### src/rtl/cpu_pkg.sv
// Shared constants and types for the 16-bit processor front end.
package cpu_pkg;

  // Instruction memory geometry: 1024 words of 16 bits.
  localparam int ADDR_W  = 10;
  localparam int INSTR_W = 16;

  // Opcode field position within an instruction word.
  localparam int OPCODE_HI = 15;
  localparam int OPCODE_LO = 13;

  // HALT is opcode 111 with every other bit zero.
  localparam logic [2:0]         OPCODE_HALT = 3'b111;
  localparam logic [INSTR_W-1:0] HALT_INSTR  = {OPCODE_HALT, {(OPCODE_LO){1'b0}}};

  typedef enum logic [1:0] {
    IDLE   = 2'd0,
    RUN    = 2'd1,
    HALTED = 2'd2
  } fetch_state_t;

endpackage

### src/rtl/instr_fetch_unit.sv
// Instruction fetch unit: owns the PC, reads the combinational instruction
// memory and presents one buffered instruction to decode over valid/ready.
//
//   state  | meaning
//   -------+-------------------------------------------------------------
//   IDLE   | waiting for start; redirect only reloads the PC
//   RUN    | fetching one word per cycle whenever the buffer can accept
//   HALTED | HALT fetched; buffer drains, only redirect or reset leaves
module instr_fetch_unit #(
  parameter int                  ADDR_W     = cpu_pkg::ADDR_W,
  parameter int                  INSTR_W    = cpu_pkg::INSTR_W,
  parameter logic [ADDR_W-1:0]   RESET_PC   = '0,
  parameter logic [INSTR_W-1:0]  HALT_INSTR = cpu_pkg::HALT_INSTR
) (
  input  logic               clk,
  input  logic               rst_n,
  input  logic               start,
  output logic [ADDR_W-1:0]  imem_addr,
  input  logic [INSTR_W-1:0] imem_instr,
  input  logic               redirect_valid,
  input  logic [ADDR_W-1:0]  redirect_pc,
  output logic               out_valid,
  input  logic               out_ready,
  output logic [INSTR_W-1:0] out_instr,
  output logic [ADDR_W-1:0]  out_pc,
  output logic               halted,
  output logic               pc_wrapped,
  output logic [15:0]        instr_count
);

  import cpu_pkg::fetch_state_t;
  import cpu_pkg::IDLE;
  import cpu_pkg::RUN;
  import cpu_pkg::HALTED;

  fetch_state_t      state;
  fetch_state_t      state_next;
  logic [ADDR_W-1:0] pc;
  logic [ADDR_W-1:0] pc_inc;
  logic              pc_carry;
  logic              transfer;
  logic              fetch;
  logic              is_halt;

  assign imem_addr = pc;
  assign transfer  = out_valid & out_ready;

  // A fetch needs RUN, no redirect this cycle, and room in the buffer
  // (empty, or its current entry leaving this cycle).
  assign fetch   = (state == RUN) & ~redirect_valid & (~out_valid | out_ready);
  assign is_halt = (imem_instr == HALT_INSTR);

  // Carry out of the increment marks the 1023 -> 0 wrap.
  assign {pc_carry, pc_inc} = {1'b0, pc} + {{ADDR_W{1'b0}}, 1'b1};

  // Next-state decode; redirect pulls HALTED back into RUN, IDLE still needs start.
  always_comb begin
    state_next = state;
    case (state)
      IDLE:    if (start)           state_next = RUN;
      RUN:     if (fetch && is_halt) state_next = HALTED;
      HALTED:  if (redirect_valid)  state_next = RUN;
      default:                      state_next = IDLE;
    endcase
  end

  // State register with halted registered alongside it.
  always_ff @(posedge clk or negedge rst_n) begin
    if (!rst_n) begin
      state  <= IDLE;
      halted <= 1'b0;
    end else begin
      state  <= state_next;
      halted <= (state_next == HALTED);
    end
  end

  // PC, fetch buffer and wrap flag; redirect wins over fetch and drops the buffer.
  always_ff @(posedge clk or negedge rst_n) begin
    if (!rst_n) begin
      pc         <= RESET_PC;
      out_valid  <= 1'b0;
      out_instr  <= '0;
      out_pc     <= '0;
      pc_wrapped <= 1'b0;
    end else if (redirect_valid) begin
      pc         <= redirect_pc;
      out_valid  <= 1'b0;
      pc_wrapped <= 1'b0;
    end else if (fetch) begin
      out_instr <= imem_instr;
      out_pc    <= pc;
      out_valid <= 1'b1;
      pc        <= pc_inc;
      if (pc_carry) begin
        pc_wrapped <= 1'b1;
      end
    end else if (transfer) begin
      out_valid <= 1'b0;
    end
  end

  // Saturating count of instructions handed to decode.
  always_ff @(posedge clk or negedge rst_n) begin
    if (!rst_n) begin
      instr_count <= 16'd0;
    end else if (transfer && (instr_count != 16'hFFFF)) begin
      instr_count <= instr_count + 16'd1;
    end
  end

endmodule

### config.mk
export PLATFORM = sky130hd
export DESIGN_NAME = instr_fetch_unit
export DESIGN_NICKNAME = d
export VERILOG_FILES = /design/src/rtl/cpu_pkg.sv /design/src/rtl/instr_fetch_unit.sv
export SDC_FILE = /design/constraint.sdc
export NUM_CORES = 1
export LEC_CHECK = 0
export BUFFER_PORTS_ARGS = -buffer_cell sky130_fd_sc_hd__buf_2
export CAP_MARGIN = 10
export CORE_MARGIN = 10
export CORE_UTILIZATION = 30
export CTS_CLUSTER_DIAMETER = 120
export DETAILED_ROUTE_END_ITERATION = 8
export PLACE_DENSITY = 0.6
export SLEW_MARGIN = 30
export SYNTH_ARGS = -nofsm -noshare
export SYNTH_HDL_FRONTEND = slang
export SYNTH_SLANG_ARGS = --single-unit
### constraint.sdc
create_clock -name clk -period 2 [get_ports clk]
set_input_delay 0.3 -clock clk [delete_from_list [all_inputs] [get_ports clk]]
set_output_delay 0.3 -clock clk [all_outputs]
set_load 0.005 [all_outputs]
### After elaboration in Yosys (flattened, before gate mapping)

Index checks and enable logic that the tools add are counted.

* latch bits: 0
* memories: 0
* ROM bits: 0
* flip-flop bits (word level): 57
* RAM bits: 0
* output and inout port bits: 55

* bitwise gates (word level): 6
* shifts and indexed selects: 0
* reductions and logical operators: 8
* $mul: 0
* div/mod/pow operators: 0
* add/sub/neg operators: 2
* eq/ne operators: 5
* mux-type cells: 12
* magnitude comparators: 0

Operators with widths (count)
* $mux 10: 2
* $add 16x1->16 const B: 1
* $eq 16x16->1 const B: 1
* $ne 16x16->1 const B: 1
* $add 10x1->11 const B: 1
* $mux 1: 6
* $mux 2: 3
* $pmux 2 s3: 1
* $eq 2x2->1 const B: 2
* $reduce_and 2->1: 2
* $reduce_bool 2->1: 2
* $and 1x1->1: 3
* $reduce_bool 3->1: 1
* $eq 2x1->1 const B: 1
* $logic_and 1x1->1: 2
* $logic_not 2->1: 1
* $not 1->1: 2
* $or 1x1->1: 1

### Depth between registers and ports, before layout

Gate-level depths: netlist (run 1).

* depth in word-level cells: 7
* depth in mapped cells: 5
* depth with buffers taken out: 5

### Worst setup path before layout (run 1)

No wires, ideal clock.

* path type: flip-flop to flip-flop
* start: register state[1]
* end: register out_instr[0]
* path buffers: 2
* slack: 0.315 ns
* cell stages (with the launch flop): 6
* data arrival time: 1.561 ns
* clock period less this slack: 1.685 ns
* cells stage by stage: dfrtp_1 > nand2b_1 > buf_2 > nor3_4 > buf_4 > mux2_2

* word-level cells in the longest chain between the ends: 4

Ends and longest elaborated chain
* from (decl): line instr_fetch_unit.sv:36 `fetch_state_t state;`
* from (signal assigned): line instr_fetch_unit.sv:73 `state <= state_next;`
* $eq 2x1->1: line instr_fetch_unit.sv:50 `assign fetch = (state == RUN) & ~redirect_valid & (~out_valid | out_ready);`
* $and 1x1->1 (2 in series): line instr_fetch_unit.sv:50
* $reduce_and 2->1 (no line)
* to (signal assigned): line instr_fetch_unit.sv:91 `out_instr <= imem_instr;`
* to (decl): line instr_fetch_unit.sv:24 `output logic [INSTR_W-1:0] out_instr,`

No other way between the ends.
A chain may end at the register's enable or synchronous reset.

### Worst setup path in the final report (run 1)

* start: register instr_count[0]
* end: register instr_count[1]

* word-level cells in the longest chain between the ends: 2
* elaborated cells between the ends (all ways): 3
* those cells by class: add/sub (1); eq/ne (1); reduce/logical (1)

Ends and longest elaborated chain
* from (decl): line instr_fetch_unit.sv:28 `output logic [15:0] instr_count`
* from (signal assigned): line instr_fetch_unit.sv:108 `instr_count <= instr_count + 16'd1;`
* parallel branches: the longest is 2 deep, another holds $add 16x1->16

Parallel ways; which one is timed is not known.

==> results of run 1 <==
cell families after synthesis:
group,Yosys count
AOI/OAI and AO/OA,32
xor gates and xnor gates,17
adders and majority gates,2
buffers and inverters,10
DFF,57
muxes,29
and+or+nand+nor,76
power groups by stage:
stage | Combinational [W] | Clock [W] | Sequential, W
2_1_floorplan | 0.000297 | 0 | 0.00152
3_3_place_gp | 0.000640 | 0 | 0.00151
3_5_place_dp | 0.000643 | 0 | 0.00152
4_1_cts | 0.000647 | 0.00124 | 0.00150
5_1_grt | 0.000711 | 0.00129 | 0.00154
6_report | 0.000625 | 0.00119 | 0.00150
critical path, stage by stage (launching register included):
cell and delay (ns):
dfrtp_1 0.44, ha_1 0.26, nand3_1 0.14, nor3_1 0.09, a21boi_1 0.25, mux2_2 0.37
synth_stat cells (3+ instances only):
library cell | number | area, sq um
nor4_1 | 7 | 43.8
a21oi_1 | 5 | 25.0
nand4_1 | 5 | 31.3
nand2_1 | 15 | 56.3
a211oi_1 | 3 | 22.5
nor3_1 | 4 | 20.0
xor2_1 | 9 | 78.8
nand2b_1 | 5 | 31.3
nor2_1 | 10 | 37.5
o21ai_0 | 8 | 40.0
nand3_1 | 9 | 45.0
and3_1 | 3 | 18.8
dfrtp_1 | 57 | 1430
inv_1 | 3 | 11.3
and4_1 | 3 | 26.3
a31oi_1 | 3 | 18.8
clkbuf_1 | 4 | 15.0
mux2_2 | 27 | 304
xnor2_1 | 8 | 70.1
a41oi_1 | 5 | 43.8
final timing paths:
check,start,to
min reg2reg,pc_wrapped$_DFFE_PN0P_,pc_wrapped$_DFFE_PN0P_
max reg2reg,instr_count[0]$_DFFE_PN0P_,instr_count[1]$_DFFE_PN0P_
min,redirect_pc[0],imem_addr[0]$_DFFE_PN0P_
min in group asynchronous,rst_n,instr_count[3]$_DFFE_PN0P_
max in group asynchronous,rst_n,halted$_DFF_PN0_
max,instr_count[0]$_DFFE_PN0P_,instr_count[1]$_DFFE_PN0P_
state kept, by name (all words and copies together) (netlist names):
name         count
out_pc          10
instr_count     16
pc_wrapped       1
out_instr       16
state            2
halted           1
imem_addr       10
out_valid        1
layer usage:
layer,vias up,routed length (microns)
met3,7,450
met5,-,0
li1,1013,-
met2,53,3300
met4,0,63
met1,992,2940
what timing repair did:
action,in CTS,in global routing
hold buffers,1,0
endpoints found under the hold margin,57,0
endpoints found under the setup margin,0,0
setup buffers,0,0
metrics by stage:
| step | total power, W | cells |
|---|---|---|
| after floorplan | 0.00182 | 223 |
| after global placement | 0.00215 | 415 |
| after detailed placement | 0.00217 | 415 |
| after CTS | 0.00339 | 431 |
| after global routing | 0.00354 | 431 |
| final | 0.00332 | 431 |
layout make-up:
class	count	area (sq um)
Tap cell	105	131
Timing Repair Buffer	95	528
Clock buffer	10	138
Sequential cell	57	1430
Clock inverter	5	80.1
Multi-Input combinational cell	156	1140
Inverter	3	11.3
Fill cell	834	4890
==> summary.txt, run 1 <==
Synth
  – Number of enable flip-flop cells after synthesis: 0
  – Sequential cell area fraction in the yosys report: 0.547
  – Post-synthesis async set-or-reset flop share: 1.00
  – Number of unique standard cell types used by synthesis: ~40
  – Most used DFF post-synth: dfrtp_1
  – Gate count after technology mapping: 223
  – Count of state elements after synthesis: 57
  – Summed instance area of the synthesized netlist: 2610 sq um
  – Post-synthesis share of cell area spent on and, or, nand and nor gates: 0.163
  – Yosys warning total: 0
  – Synth Area in Compound Gates: 0.0815
  – Syn nets: 256
  – Mux contribution to synthesized area: 0.124
  – Parity-gate share of the synthesized area counting xor and xnor cells: 0.0571
  – Main combinational cell family by area after synthesis: simple AND/OR/NAND/NOR gates
  – Avg Cell Area, Syn: 11.7 sq um
  – Adder-cell area share of the yosys netlist: 0.00959

Clock network
  – Clock slew seen by the registers of the worst setup and hold paths: 0.07 ns
  – H-tree Lvls: 3
  – TritonCTS clock tree: built
  – Number of buffers created by CTS: 9
  – Post_cts resized: 0
  – CTS sink count: 57
  – Buffer depth of the longest clock path: 2
  – Library cell used as clock root buffer: clkbuf_8
  – Clock insertion delay at the later pin of the skew report: 0.33 ns

Layout
  – Total Nets Final: 355
  – Share of final-layout standard cells stronger than drive strength 1: 0.433
  – Leading cell types in the layout, fill and taps excluded: 85 x buf_2, 57 x dfrtp_1, 27 x mux2_2, 15 x nand2_1
  – Most common cell after layout, fill and taps aside: buf_2
  – Antenna diodes: 0
  – Final std cell area, no fill: 3450 sq um
  – Signed area change from the synthesized netlist to the final layout: 32.3%
  – End-of-flow core utilization: 0.414

Placement
  – Placer congestion estimate: slightly below 0.8
  – Half-perimeter wire length after placement: 5.05 mm
  – Placed instance area: 3220 sq um
  – Placement Setup Slack: 0.352 ns
  – Count of buffers from port buffering: 85

Floorplan
  – Horizontal die dimension: 113 microns
  – Starting density of the core: 0.313
  – Number of placed I/O pins: 86
  – Vertical die dimension: 113 microns
  – Row count: 33
  – Area of the placeable core: around 8300 sq um
  – Die area: 12,800 sq um

GRT
  – Routing usage on met1: 0.125
  – Wire length of the first global-routing pass: ~11 mm
  – Initial antenna violation count: 0
  – Layer with the highest usage after global routing: met2
  – Overflow left after global routing: 0
  – GRT Total Usage: 0.106
  – Met3 Use GR: 0.0401
  – Maximum number of pins on one net before global-route repair: slightly below 60
  – Vias in the first global route: 2,210
  – Global routing met2 resource utilization: 0.171

Routing
  – Wirelength, routed: 6.76 mm
  – Starting DRT DRC Count: 77
  – Via count of the routed design: around 2,100
  – Final ANT Viol Nets: 0
  – Detail-routed net length per standard cell: 15.7 microns
  – Vias/cell: 4.79
  – Number of search-and-repair iterations in the first detailed-routing pass: 4
  – Number of DRC violations after detailed routing: 0

Timing
  – Worst-Margin Slew: 0.472 ns
  – Clock period minus worst slack: 1.66 ns
  – Setup repair after global routing missed its margin: false
  – Setup WS post-layout: 0.336 ns
  – Hold_ws: 0.182 ns
  – Final-report hold violation count: 0
  – Timing-limited maximum frequency: 0.601 GHz
  – Final clock period utilization by the worst path: 0.832
  – Final setup fails: 0
  – Slew Limit Fails: 0
  – Total negative slack: 0 ns
  – Final Skew: ~0.008 ns
  – Headroom to the max-slew limit: 0.684

Power
  – Power share of the combinational group: 0.188
  – Clock share of power: 0.359
  – Total power density per cell area: approximately 960 nW/um^2
  – Sequential cell fraction of total power: 0.453
  – P_sw: ~0.00092 W
  – Switching power as a share of total power: 0.278
  – Pleak: 1.63 nW
  – Peak ir drop on the vdd network: 0.000361 V
  – Internal power: 0.00239 W

Flow run
  – Max-cap violation count: 0

Critical path
  – Critical path class: reg -> reg
  – Required time at the endpoint of the critical path: 2.21 ns
  – Startpoint kind of the worst setup timing path: flop
  – Data arrival, critical path: 1.88 ns
  – Critical path endpoint category: flop
  – Largest fanout on the critical path: 5
  – Worst reg-to-reg path cell count: 5
  – Setup slack of the worst register-to-register path: 0.34 ns

Run status
  – Status: finished, final reports clean

Min path
  – Worst hold stages: 3
  – Min-Delay Path Class: in -> reg
(Power assumes the default switching activity.)
==> run 2: changes to the inputs <==
- clock period: 2 -> 1.6 ns (I/O delays scaled with it)
==> run 2 against run 1 <==
Against the previous run:
- flip-flop and latch count unchanged
- clock power about the same
- sequential share of layout area down 1.7 points
- utilization up 1.8 points
- critical path type unchanged
- critical endpoint is now instr_count[12]$_DFFE_PN0P_
==> summary.txt, run 2 (synthesized netlist as in run 1, its figures left out) <==
Run status
  – Status: finished, final reports clean

Floorplan
  – Row count: 33 (unchanged)
  – Horizontal die dimension: 113 microns (unchanged)
  – Die area: 12,800 sq um (unchanged)
  – Number of placed I/O pins: 86 (unchanged)
  – Starting density of the core: 0.313 (unchanged)
  – Area of the placeable core: 8340 sq um (unchanged)
  – Vertical die dimension: 113 microns (unchanged)

Timing
  – Final Skew: 0.00683 ns (-0.00117 ns)
  – Headroom to the max-slew limit: 0.765 (+0.0810)
  – Final-report hold violation count: 0 (unchanged)
  – Timing-limited maximum frequency: 0.650 GHz (+8.2%)
  – Clock period minus worst slack: 1.54 ns (-0.126 ns)
  – Final setup fails: 0 (unchanged)
  – Worst-Margin Slew: 0.349 ns (-0.124 ns)
  – Setup WS post-layout: 0.0617 ns (-0.274 ns)
  – Slew Limit Fails: 0 (unchanged)
  – Total negative slack: 0 ns (unchanged)
  – Final clock period utilization by the worst path: 0.961 (+0.129)

Critical path
  – Worst Setup EP: instr_count[12]$_DFFE_PN0P_
  – Critical path class: reg -> reg
  – Worst reg-to-reg path cell count: 4 (-1)
  – Worst R2R End: instr_count[12]$_DFFE_PN0P_
  – Startpoint kind of the worst setup timing path: flop
  – Data arrival, critical path: 1.74 ns (-0.14 ns)
  – First element of the critical path: instr_count[5]$_DFFE_PN0P_
  – Critical path endpoint category: flop
  – Setup slack of the worst register-to-register path: 0.06 ns (-0.27 ns)
  – Startpoint of the lowest-slack register-to-register path: instr_count[5]$_DFFE_PN0P_
  – Largest fanout on the critical path: 3 (-2)
  – Required time at the endpoint of the critical path: 1.81 ns (-0.40 ns)

Routing
  – Number of DRC violations after detailed routing: 0 (unchanged)
  – Met1 routed wirelength after detailed routing: 3.08 mm (+4.6%)
  – Starting DRT DRC Count: 60 (-22%)
  – Final ANT Viol Nets: 0 (unchanged)
  – Via count of the routed design: 2,141 (+3.7%)
  – Routed length on met2: 3.22 mm (-2.5%)
  – Met3 layer wire length in the routed design: 571 microns (+27%)
  – Number of search-and-repair iterations in the first detailed-routing pass: 6 (+2)
  – Detail-routed net length per standard cell: 15.3 microns (-2.4%)
  – Wirelength, routed: 6.88 mm (+1.9%)
  – Highest metal layer used by the detailed router: met4
  – Vias/cell: 4.76 (-0.70%)

Layout
  – Total Nets Final: 373 (+5.1%)
  – Leading cell types in the layout, fill and taps excluded: 85 x buf_2, 56 x dfrtp_1, 27 x mux2_2, 25 x buf_4, 15 x nand2_1
  – Non-filler instance count after layout: 450 (+4.4%)
  – Signed area change from the synthesized netlist to the final layout: 38.1%
  – Most common cell after layout, fill and taps aside: buf_2
  – Registers with the highest flip-flop counts: instr_count x16, out_instr x16
  – End-of-flow core utilization: 0.432 (+0.0183)
  – Share of final-layout standard cells stronger than drive strength 1: 0.490 (+0.0573)
  – Antenna diodes: 0 (unchanged)

Clock network
  – CTS sink count: 57 (unchanged)
  – Number of buffers created by CTS: 9 (unchanged)
  – Post-CTS setup repair buffer count: 0 (unchanged)
  – Clock insertion delay at the later pin of the skew report: 0.33 ns (about the same)
  – H-tree Lvls: 3 (unchanged)
  – Library cell used as clock root buffer: clkbuf_8
  – Buffer depth of the longest clock path: 2 (unchanged)
  – TritonCTS clock tree: built
  – Clock slew seen by the registers of the worst setup and hold paths: 0.06 ns (about the same)

GRT
  – Wire length of the first global-routing pass: 11.3 mm (+1.9%)
  – Maximum number of pins on one net before global-route repair: 58 (unchanged)
  – Vias in the first global route: 2,318 (+4.9%)
  – Overflow left after global routing: 0 (unchanged)
  – Initial antenna violation count: 0 (unchanged)
  – GRT Total Usage: 0.108 (+0.00174)

Power
  – Peak ir drop on the vdd network: 0.000457 V (+27%)
  – Pleak: 1.73 nW (+6.1%)
  – Overall power after layout: 0.00406 W (+22%)
  – Total power density per cell area: 1130 nW/um^2 (+17%)

Placement
  – Half-perimeter wire length after placement: 5.09 mm (+0.96%)
  – Cells after DPL: 433 (+4.3%)
  – Placement Setup Slack: 0.0148 ns (-0.337 ns)
  – Placer congestion estimate: 0.794 (+0.28%)
  – Count of buffers from port buffering: 85 (unchanged)

Flow run
  – Max-cap violation count: 0 (unchanged)

Min path
  – Min-Delay Path Class: in -> reg
## run 2: power breakdown
group | internal [W] | switching, W
combinational | 0.000546 | 0.000444
sequential | 0.00167 | 0.000188
clock | 0.000640 | 0.000573
## run 2: timing repair
action,in CTS,in global routing
hold buffers,1,0
endpoints found under the hold margin,57,0
resized for setup,0,12
setup endpoints to repair,1,13
## run 2: layer usage
layer / vias up / track usage
met5: - / 0
met1: 1018 / 0.125
met3: 4 / 0.0534
met4: 0 / 0.0228
met2: 65 / 0.176
li1: 1054 / -
## run 2: per-stage QoR
stage | hold WS (ns) | instance area (sq um)
floorplan | -0.0556 | 2610
global placement | 0.269 | 3360
detailed placement | 0.271 | 3360
CTS | 0.105 | 3550
global route | 0.103 | 3600
finish | 0.119 | 3600
## run 2: layout make-up
| class | instances | area, sq um |
|---|---|---|
| clock buffers | 13 | 159 |
| clock inverters | 3 | 15.0 |
| fillers | 824 | 4740 |
| inverters | 3 | 11.3 |
| multi-input cells | 156 | 1200 |
| flip-flops and latches | 57 | 1430 |
| well taps | 105 | 131 |
| repair buffers | 113 | 663 |
## run 2: how the worst min path moves through the flow
stage / end / from / slack [ns] / cells past startpoint
2_1_floorplan: halted$_DFF_PN0_ / rst_n / -0.06 / 0
3_3_place_gp: out_pc[3]$_DFFE_PN0P_ / rst_n / 0.27 / 2
3_5_place_dp: out_pc[3]$_DFFE_PN0P_ / rst_n / 0.27 / 2
4_1_cts: imem_addr[4]$_DFFE_PN0P_ / redirect_pc[4] / 0.10 / 3
5_1_grt: imem_addr[3]$_DFFE_PN0P_ / redirect_pc[3] / 0.10 / 3
6_report: imem_addr[4]$_DFFE_PN0P_ / redirect_pc[4] / 0.12 / 3
## run 2: worst max-delay path: stages (launching register included)
cell and delay, ns:
dfrtp_1 0.38, nand3_2 0.09, or2_1 0.26, or4_4 0.54
xnor2_1 0.14
